[src/rtl/ones_frame_acc.sv]
// Frame accumulator for per-byte popcounts: sums FRAME_LEN accepted beats,
// tracks the largest count, saturation and illegal counts, then holds the result.
module ones_frame_acc #(
  parameter int FRAME_LEN = 8,
  parameter int SUM_W     = 7
) (
  input  logic             clk,
  input  logic             rst_n,
  input  logic             start,
  input  logic [3:0]       count,
  input  logic             in_valid,
  output logic             in_ready,
  output logic [SUM_W-1:0] total,
  output logic [3:0]       max_cnt,
  output logic             sat,
  output logic             err,
  output logic             out_valid,
  input  logic             out_ready
);

  typedef enum logic [1:0] {
    S_IDLE,
    S_ACC,
    S_HOLD
  } state_t;

  localparam int AW = SUM_W + 5;
  localparam logic [SUM_W-1:0] SMAX = '1;

  state_t           r_state;
  logic [7:0]       r_beats;
  logic [SUM_W-1:0] r_total;
  logic [3:0]       r_max;
  logic             r_sat;
  logic             r_err;
  logic             r_ov;

  logic [AW-1:0]    w_add;
  logic             w_ovf;
  logic             w_accept;
  logic             w_last;

  // Widened add so an overflow past the top of the sum is visible.
  assign w_add    = AW'(r_total) + AW'(count);
  assign w_ovf    = w_add > AW'(SMAX);
  assign w_accept = in_valid && (r_state == S_ACC);
  assign w_last   = (r_beats == 8'(FRAME_LEN - 1));

  assign in_ready  = (r_state == S_ACC);
  assign total     = r_total;
  assign max_cnt   = r_max;
  assign sat       = r_sat;
  assign err       = r_err;
  assign out_valid = r_ov;

  always_ff @(posedge clk) begin
    if (!rst_n) begin
      r_state <= S_IDLE;
      r_beats <= '0;
      r_total <= '0;
      r_max   <= '0;
      r_sat   <= 1'b0;
      r_err   <= 1'b0;
      r_ov    <= 1'b0;
    end else begin
      unique case (r_state)
        S_IDLE: begin
          if (start) begin
            r_state <= S_ACC;
            r_beats <= '0;
            r_total <= '0;
            r_max   <= '0;
            r_sat   <= 1'b0;
            r_err   <= 1'b0;
          end
        end
        S_ACC: begin
          if (w_accept) begin
            r_total <= w_ovf ? SMAX : w_add[SUM_W-1:0];
            r_beats <= r_beats + 8'd1;
            if (w_ovf)
              r_sat <= 1'b1;
            if (count > 4'd8)
              r_err <= 1'b1;
            if (count > r_max)
              r_max <= count;
            if (w_last) begin
              r_state <= S_HOLD;
              r_ov    <= 1'b1;
            end
          end
        end
        S_HOLD: begin
          if (out_ready) begin
            r_ov <= 1'b0;
            // Back-to-back frame: reopen directly without visiting IDLE.
            if (start) begin
              r_state <= S_ACC;
              r_beats <= '0;
              r_total <= '0;
              r_max   <= '0;
              r_sat   <= 1'b0;
              r_err   <= 1'b0;
            end else begin
              r_state <= S_IDLE;
            end
          end
        end
        default: begin
          r_state <= S_IDLE;
          r_ov    <= 1'b0;
        end
      endcase
    end
  end

endmodule

[config.mk]
export PLATFORM = sky130hd
export DESIGN_NAME = ones_frame_acc
export DESIGN_NICKNAME = d
export VERILOG_FILES = /design/src/rtl/ones_frame_acc.sv
export SDC_FILE = /design/constraint.sdc
export NUM_CORES = 1
export LEC_CHECK = 0
export CELL_PAD_IN_SITES_DETAIL_PLACEMENT = 1
export CELL_PAD_IN_SITES_GLOBAL_PLACEMENT = 1
export CORE_MARGIN = 2
export CORE_UTILIZATION = 40
export CTS_BUF_LIST = sky130_fd_sc_hd__clkbuf_8
export CTS_CLUSTER_DIAMETER = 100
export DETAILED_ROUTE_END_ITERATION = 16
export HOLD_SLACK_MARGIN = 0.1
export PLACE_DENSITY_LB_ADDON = 0.1
export SYNTH_ARGS = -nofsm -noshare
export SYNTH_HDL_FRONTEND = slang
export SYNTH_SLANG_ARGS = --single-unit
[constraint.sdc]
create_clock -name clk -period 2.85 [get_ports clk]
set_input_delay 0.57 -clock clk [delete_from_list [all_inputs] [get_ports clk]]
set_output_delay 0.57 -clock clk [all_outputs]
set_load 0.005 [all_outputs]
==> impl_metrics.env, run 1 <==
export IMPL_ant_nets=0
export IMPL_ys_seq_elements=24
export IMPL_synth_area_per_cell_um2=8.58
export IMPL_die_area_um2=3870
export IMPL_critPathCaptureType="output port"
export IMPL_cpPeakStageDelay_ps=590
export IMPL_yosysWarnings=0
export IMPL_synth_edf_count=0
export IMPL_status="complete, no violations"
export IMPL_dp_slack_ps=291
export IMPL_final_common_cell="dfxtp_1"
export IMPL_setup_tns_ps=0
export IMPL_cp_start_kind="flip-flop"
export IMPL_root_buffer="clkbuf_8"
export IMPL_cp_max_fo=6
export IMPL_p_clk_share_pct=33.9
export IMPL_finalMaxSlewViolations=0
export IMPL_hpwlAfterDp_um=2790
export IMPL_drt_total_wl_um=3720
export IMPL_p_int_mw=0.512
export IMPL_clk_latency_ps=270
export IMPL_leakage_nw=0.592
export IMPL_top_layer_used="met4"
export IMPL_grt_pass1_vias=1375
export IMPL_via_per_inst=5.89
export IMPL_antenna_found_initial=0
export IMPL_fmax_ghz=0.443
export IMPL_cp_top_family="buffers and inverters"
export IMPL_die_y_um=62.2
export IMPL_drc=0
export IMPL_p_per_area_nw_per_um2=415
export IMPL_synthArstFlopShare_pct=0
export IMPL_n_fill_cell=395
export IMPL_finalHoldViolCount=0
export IMPL_grt_pass1_wl_um=6510
export IMPL_min_period_ps=2260
export IMPL_most_common_layout_cells="dfxtp_1 (24), clkdlybuf4s50_1 (23), a21oi_1 (17), nand2_1 (14)"
export IMPL_fin_nets=200
export IMPL_tightest_slew_ps=657
export IMPL_grt_overflow=0
export IMPL_synth_seq_area_share_pct=35.4
export IMPL_first_iter_violations=48
export IMPL_seq_power_share_pct=50.2
export IMPL_dp_cells=222
export IMPL_cap_violations=0
export IMPL_ir_drop_mv=0.286
export IMPL_core_um2=3280
export IMPL_synthCells=158
export IMPL_layout_drive_gt1_share_pct=4.44
export IMPL_vias=1331
export IMPL_syn_nets=177
export IMPL_min_period_over_period_pct=79.3
export IMPL_fin_worst_skew_ps=1.61
export IMPL_cts_buffers_inserted=3
export IMPL_postCtsSetupBuffers=0
export IMPL_gp_congestion=0.780
export IMPL_p_sw_mw=0.183
export IMPL_cts_resized=0
export IMPL_cts_tree="yes"
export IMPL_rows=21
export IMPL_power_mw=0.695
export IMPL_slew_headroom_pct=56.1
export IMPL_drt_pre_antenna_iters=4
export IMPL_clk_pin_slew_ps=80
export IMPL_hp_class="flip-flop to flip-flop"
export IMPL_grt_setup_unrepaired="no"
export IMPL_ios=24
export IMPL_final_util_pct=51.0
export IMPL_crit_buf_inv=1
export IMPL_ys_types=42
export IMPL_start_util_pct=41.3
export IMPL_wl_met3_um=113
export IMPL_combPwrFrac_pct=15.9
export IMPL_clkSinkCount=24
export IMPL_drt_met1_wl_um=1750
export IMPL_syn2layout_area_growth_pct=23.4
export IMPL_grt_max_degree=26
export IMPL_worstSetupPathType="flip-flop to output port"
export IMPL_yosys_most_used_dff="dfxtp_1"
export IMPL_critPathSlowestCell="clkdlybuf4s50_1"
export IMPL_setup_violations=0
export IMPL_cp_data_arrival_time_ps=1690
export IMPL_wl_per_cell_um=16.5
export IMPL_clockBufferDepth=2
export IMPL_diodes=0
export IMPL_ctsHoldBuffers=0
export IMPL_die_w_um=62.2
export IMPL_dr_wl_met2_um=1830
export IMPL_switching_share_pct=26.4
export IMPL_grt_use_total_pct=20.8
export IMPL_setup_slack_ps=590
export IMPL_crit_chain="nor2b_1 > clkdlybuf4s50_1"
export IMPL_h_tree_depth=1
export IMPL_synthesis_area_um2=1360
export IMPL_portBuffers=23
export IMPL_cp_data_required_time_ps=2280
export IMPL_stdcell_count=226
[stage by stage]
stage	cell area (um^2)	hold WS, ps
after floorplan	1360	447
after global placement	1620	443
after detailed placement	1620	450
after CTS	1670	462
after global routing	1670	500
final	1670	462
[final cells by class]
cell class	instances	area, um^2	area share, %
flip-flops and latches	24	480	28.7
well taps	46	57.6	3.44
multi-input cells	118	802	47.9
clock buffers	4	55.1	3.29
inverters	9	33.8	2.02
repair buffers	25	245	14.6
[registers in the layout, summed over array words and instances (netlist names)]
register   cells
r_beats        8
max_cnt        4
out_valid      1
err            1
total          7
sat            1
r_state        2
[per-layer routing]
metal  GRT usage (%)  vias to the layer above
met5               0                        -
met4            5.00                        0
met3            4.35                        2
met2            35.7                       27
met1            26.8                      654
li1                -                      648
[worst min-delay path, cell delays in order, from the launching register on]
cell and delay (ps):
dfxtp_1 320, nand2_1 50, a21oi_1 50
[synth_stat cells (all sizes together) (2+ instances only)]
cell | n | area (um^2)
o41ai | 2 | 17.5
o21a | 2 | 15.0
nor2 | 8 | 30.0
a31oi | 4 | 25.0
buf | 4 | 28.8
dfxtp | 24 | 480
nand4 | 9 | 56.3
nand3 | 4 | 20.0
a21oi | 18 | 101
or4 | 7 | 52.6
clkbuf | 3 | 11.3
o311ai | 2 | 17.5
o211ai | 4 | 30.0
o31ai | 4 | 30.0
o21ai | 3 | 15.0
nand2 | 14 | 52.6
a211oi | 3 | 22.5
a21o | 2 | 15.0
ha | 9 | 113
o22ai | 2 | 12.5
a22oi | 4 | 30.0
inv | 9 | 33.8
[cell families after synthesis]
| group | share of synthesized area (%) |
|---|---|
| flops | 35.4 |
| buf+inv | 5.44 |
| simple gates | 20.1 |
| fa+ha+maj | 9.78 |
| xor+xnor | 1.29 |
| compound gates | 28.0 |
[power by group through the flow]
stage          clock network (mW)  logic, mW  registers [mW]
2_1_floorplan                   0     0.0684           0.355
3_3_place_gp                    0      0.105           0.356
3_5_place_dp                    0      0.110           0.357
4_1_cts                     0.242      0.111           0.349
5_1_grt                     0.259      0.123           0.350
6_report                    0.236      0.110           0.349
[worst paths after layout]
kind	end	slack [ps]	depth (start not counted)	from
setup reg to reg	total[4]	1060	6	total[0]
hold reg to reg	sat	460	2	sat
hold / removal	sat	460	2	sat
setup / recovery	in_ready	590	2	r_state[0]
No activity file was read; power rests on OpenSTA's default activity.
==> run 2, diff against run 1 <==
clock period = 2.2 ns   (was 2.85 ns; I/O delays follow)
==> run 2 against run 1 <==
Net effect: power grew 46%; utilization grew 3.2 points; register-to-register slack lost 660 ps; via count grew 5.0%; hold slack lost 0.89 ps; sequential share of layout area shrank 1.7 points; largest power group unchanged; non-clock buffer count grew 12; first-iteration DRC count grew 35%.
==> impl_metrics.env, run 2 (synthesis gave the netlist of run 1 again) <==
export IMPL_status="complete, no violations"
export IMPL_drt_total_wl_um=4030
export IMPL_grt_setup_unrepaired="no"
export IMPL_hpwlAfterDp_um=2980
export IMPL_setup_violations=0
export IMPL_met3_usage_pct=2.90
export IMPL_rows=21
export IMPL_fin_nets=212
export IMPL_ios=24
export IMPL_slew_headroom_pct=69.0
export IMPL_min_period_over_period_pct=96.4
export IMPL_die_y_um=62.2
export IMPL_finalMaxSlewViolations=0
export IMPL_worstSetupPathType="primary input to flip-flop"
export IMPL_power_mw=1.01
export IMPL_wl_per_cell_um=16.9
export IMPL_cp_data_required_time_ps=2360
export IMPL_fin_worst_skew_ps=3.73
export IMPL_grtUsageMet1_pct=29.3
export IMPL_grt_use_total_pct=22.3
export IMPL_via_per_inst=5.87
export IMPL_ant_nets=0
export IMPL_grt_overflow=0
export IMPL_leakage_nw=0.659
export IMPL_cap_violations=0
export IMPL_start_util_pct=41.3
export IMPL_met2_usage_pct=38.9
export IMPL_min_period_ps=2120
export IMPL_gp_congestion=0.775
export IMPL_final_common_cell="dfxtp_1"
export IMPL_cp_data_arrival_time_ps=2280
export IMPL_fmax_ghz=0.472
export IMPL_final_util_pct=54.2
export IMPL_largest_register="r_beats"
export IMPL_vias=1398
export IMPL_drc=0
export IMPL_drt_pre_antenna_iters=4
export IMPL_grt_pass1_vias=1499
export IMPL_cts_tree="yes"
export IMPL_critPathCaptureType="flip-flop"
export IMPL_largest_reg_flops=8
export IMPL_cts_resized=0
export IMPL_n_fill_cell=400
export IMPL_finalHoldViolCount=0
export IMPL_tightest_slew_ps=460
export IMPL_syn2layout_area_growth_pct=31.3
export IMPL_die_area_um2=3870
export IMPL_die_w_um=62.2
export IMPL_clkSinkCount=24
export IMPL_p_per_area_nw_per_um2=569
export IMPL_cp_max_fo=4
export IMPL_layout_drive_gt1_share_pct=10.4
export IMPL_diodes=0
export IMPL_clk_latency_ps=270
export IMPL_core_um2=3280
export IMPL_first_iter_violations=65
export IMPL_root_buffer="clkbuf_8"
export IMPL_setup_tns_ps=0
export IMPL_critPathSlowestCell="clkdlybuf4s50_1"
export IMPL_cp_start_kind="primary input"
export IMPL_portBuffers=23
export IMPL_clockBufferDepth=2
export IMPL_h_tree_depth=1
export IMPL_timing_hold_ws_ps=461
export IMPL_ir_drop_mv=0.204
export IMPL_clk_pin_slew_ps=90
export IMPL_antenna_found_initial=0
export IMPL_cpPeakStageDelay_ps=450
export IMPL_postCtsSetupBuffers=0
export IMPL_crit_chain="clkdlybuf4s50_1 > ha_1 > fa_1 > a21o_1 > a21oi_1 > or4_1 > nand4_1"
export IMPL_grt_busiest_layer="met2"
export IMPL_grt_max_degree=16
export IMPL_grt_pass1_wl_um=7040
export IMPL_ctsHoldBuffers=0
export IMPL_most_common_layout_cells="dfxtp_1 (24), clkdlybuf4s50_1 (23), a21oi_1 (17), nand2_1 (14), buf_4 (14)"
export IMPL_hp_class="flip-flop to flip-flop"
export IMPL_cts_buffers_inserted=3
## run 2: routing by layer
layer / routed length, um / vias up
met1: 1870 / 693
met3: 94 / 2
met4: 22 / 0
met2: 2050 / 25
met5: 0 / -
li1: - / 678
## run 2: stage by stage
stage	setup slack, ps	cell area (um^2)	instances
floorplan	466	1360	158
global placement	-15.4	1710	234
detailed placement	-107	1710	234
CTS	82.7	1780	238
global route	17.0	1780	238
finish	80.1	1780	238
## run 2: final timing paths
kind	to	start	depth (start not counted)	slack, ps
min reg2reg	sat	sat	2	460
min	sat	sat	2	460
max reg2reg	total[4]	total[0]	6	400
max	total[4]	count[0]	7	80
## run 2: cell type report
class / instances / area (um^2) / area share, %
inverters: 9 / 33.8 / 1.90
clock inverters: 1 / 30.0 / 1.69
clock buffers: 3 / 41.3 / 2.32
well taps: 46 / 57.6 / 3.23
multi-input cells: 118 / 802 / 45.0
repair buffers: 37 / 335 / 18.8
flip-flops and latches: 24 / 480 / 27.0
## run 2: report_power, final
| part | internal, mW | total (mW) | switching (mW) |
|---|---|---|---|
| clock | 0.243 | 0.396 | 0.153 |
| sequential | 0.443 | 0.452 | 0.00903 |
| combinational | 0.0752 | 0.166 | 0.0905 |
## run 2: critical path, delay by kind of cell
kind | cells | cell delay (ps)
adder cells (fa/ha/maj) | 2 | 660
AO/OA/AOI/OAI | 2 | 470
buffers and inverters | 1 | 450
AND/OR/NAND/NOR | 2 | 240
==> run 3, diff against run 2 <==
CORE_ASPECT_RATIO = 0.9   (was default)
SKIP_LAST_GASP = 1   (was default)
==> run 3 against run 2 <==
Net effect: die area hardly changed; utilization is 1.3 points lower; critical path depth is 1 lower; hold slack better by 9.5 ps; highest routed layer unchanged.
==> impl_metrics.env, run 3 (synthesis gave the netlist of run 1 again) <==
export IMPL_clk_latency_ps=270
export IMPL_drt_total_wl_um=3940
export IMPL_crit_chain="clkdlybuf4s50_1 > ha_1 > nand4_1 > o22ai_1 > nand3_1 > a21oi_1"
export IMPL_dp_cells=232
export IMPL_syn2layout_area_growth_pct=28.9
export IMPL_r2r_cells=6
export IMPL_min_period_over_period_pct=93.0
export IMPL_setup_tns_ps=0
export IMPL_clkSinkCount=24
export IMPL_final_common_cell="dfxtp_1"
export IMPL_first_iter_violations=65
export IMPL_finalMaxSlewViolations=0
export IMPL_antenna_found_initial=0
export IMPL_hp_class="flip-flop to flip-flop"
export IMPL_leakage_nw=0.644
export IMPL_cp_data_arrival_time_ps=2240
export IMPL_status="complete, no violations"
export IMPL_grt_pass1_vias=1378
export IMPL_cpPeakStageDelay_ps=470
export IMPL_fin_worst_skew_ps=2.61
export IMPL_gp_congestion=0.815
export IMPL_portBuffers=23
export IMPL_rows=20
export IMPL_clockBufferDepth=2
export IMPL_slew_headroom_pct=69.2
export IMPL_regArea_um2=480
export IMPL_cts_buffers_inserted=3
export IMPL_dp_slack_ps=-132
export IMPL_ctsHoldBuffers=0
export IMPL_cp_max_fo=5
export IMPL_largest_register="r_beats"
export IMPL_largest_reg_flops=8
export IMPL_wl_per_cell_um=16.8
export IMPL_clk_pin_slew_ps=80
export IMPL_worstReg2RegStart="total[0]"
export IMPL_start_util_pct=41.1
export IMPL_reg2reg_slack_ps=460
export IMPL_fmax_ghz=0.489
export IMPL_drt_pre_antenna_iters=4
export IMPL_grt_pass1_wl_um=6670
export IMPL_critPathLaunch="count[2]"
export IMPL_multiInputGateArea_um2=802
export IMPL_cts_resized=0
export IMPL_critPathSlowestCell="clkdlybuf4s50_1"
export IMPL_grt_overflow=0
export IMPL_hpwlAfterDp_um=3120
export IMPL_r2r_end="total[4]"
export IMPL_die_y_um=59.2
export IMPL_cp_start_kind="primary input"
export IMPL_p_per_area_nw_per_um2=504
export IMPL_h_tree_depth=1
export IMPL_ant_nets=0
export IMPL_drc=0
export IMPL_core_um2=3300
export IMPL_cap_violations=0
export IMPL_cts_tree="yes"
export IMPL_n_fill_cell=408
export IMPL_vias=1378
export IMPL_diodes=0
export IMPL_cp_endpoint="total[2]"
export IMPL_timing_hold_ws_ps=471
export IMPL_finalHoldViolCount=0
export IMPL_worstSetupPathType="primary input to flip-flop"
export IMPL_stdcell_count=235
export IMPL_grt_setup_unrepaired="no"
export IMPL_final_area_um2=1750
export IMPL_ir_drop_mv=0.286
export IMPL_fin_nets=212
export IMPL_grt_max_degree=16
export IMPL_root_buffer="clkbuf_8"
export IMPL_min_period_ps=2050
export IMPL_via_per_inst=5.86
export IMPL_place_area_um2=1710
export IMPL_grt_use_total_pct=22.5
export IMPL_most_common_layout_cells="dfxtp_1 (24), clkdlybuf4s50_1 (23), a21oi_1 (17), nand2_1 (14), buf_4 (14)"
export IMPL_postCtsSetupBuffers=0
export IMPL_ios=24
export IMPL_layout_drive_gt1_share_pct=9.95
export IMPL_setup_slack_ps=155
export IMPL_final_util_pct=52.9
export IMPL_cp_data_required_time_ps=2390
export IMPL_die_w_um=65.4
export IMPL_power_mw=0.880
export IMPL_setup_violations=0
export IMPL_tightest_slew_ps=457
export IMPL_die_area_um2=3870
export IMPL_critPathCaptureType="flip-flop"
run 3: cell count changes in the layout (fill, tap and decap cells not counted), sizes merged:
cell,change
bufinv,-1
run 3: layout make-up:
cell class / count / area share (%)
multi-input cells: 118 / 45.9
clock buffers: 3 / 2.36
flip-flops and latches: 24 / 27.5
well taps: 44 / 3.15
inverters: 9 / 1.93
repair buffers: 37 / 19.2
run 3: report_power, final:
part	switching, mW	leakage [nW]	total [mW]	internal, mW
clock	0.142	0.0216	0.265	0.123
combinational	0.0872	0.428	0.163	0.0762
sequential	0.00940	0.194	0.452	0.442
total	0.239	0.644	0.880	0.642
run 3: worst min path at each step:
| stage | from | cells after the start | slack, ps | end |
|---|---|---|---|---|
| after floorplan | r_beats[7] | 2 | 450 | r_beats[7] |
| after global placement | sat | 2 | 450 | sat |
| after detailed placement | err | 2 | 470 | err |
| after CTS | err | 2 | 480 | err |
| after global routing | err | 2 | 500 | err |
| final | err | 2 | 470 | err |
run 3: layer usage:
layer | track usage [%] | wire length [um] | vias to the layer above
met1 | 27.4 | 1730 | 673
li1 | - | - | 677
met3 | 4.56 | 118 | 3
met5 | 0 | 0 | -
met4 | 4.46 | 24 | 0
met2 | 41.5 | 2070 | 25
run 3: worst max-delay path, delay by kind of cell:
| family | cells | cell delay [ps] |
|---|---|---|
| fa+ha+maj | 1 | 390 |
| compound gates | 2 | 590 |
| buf+inv | 1 | 470 |
| simple gates | 2 | 350 |
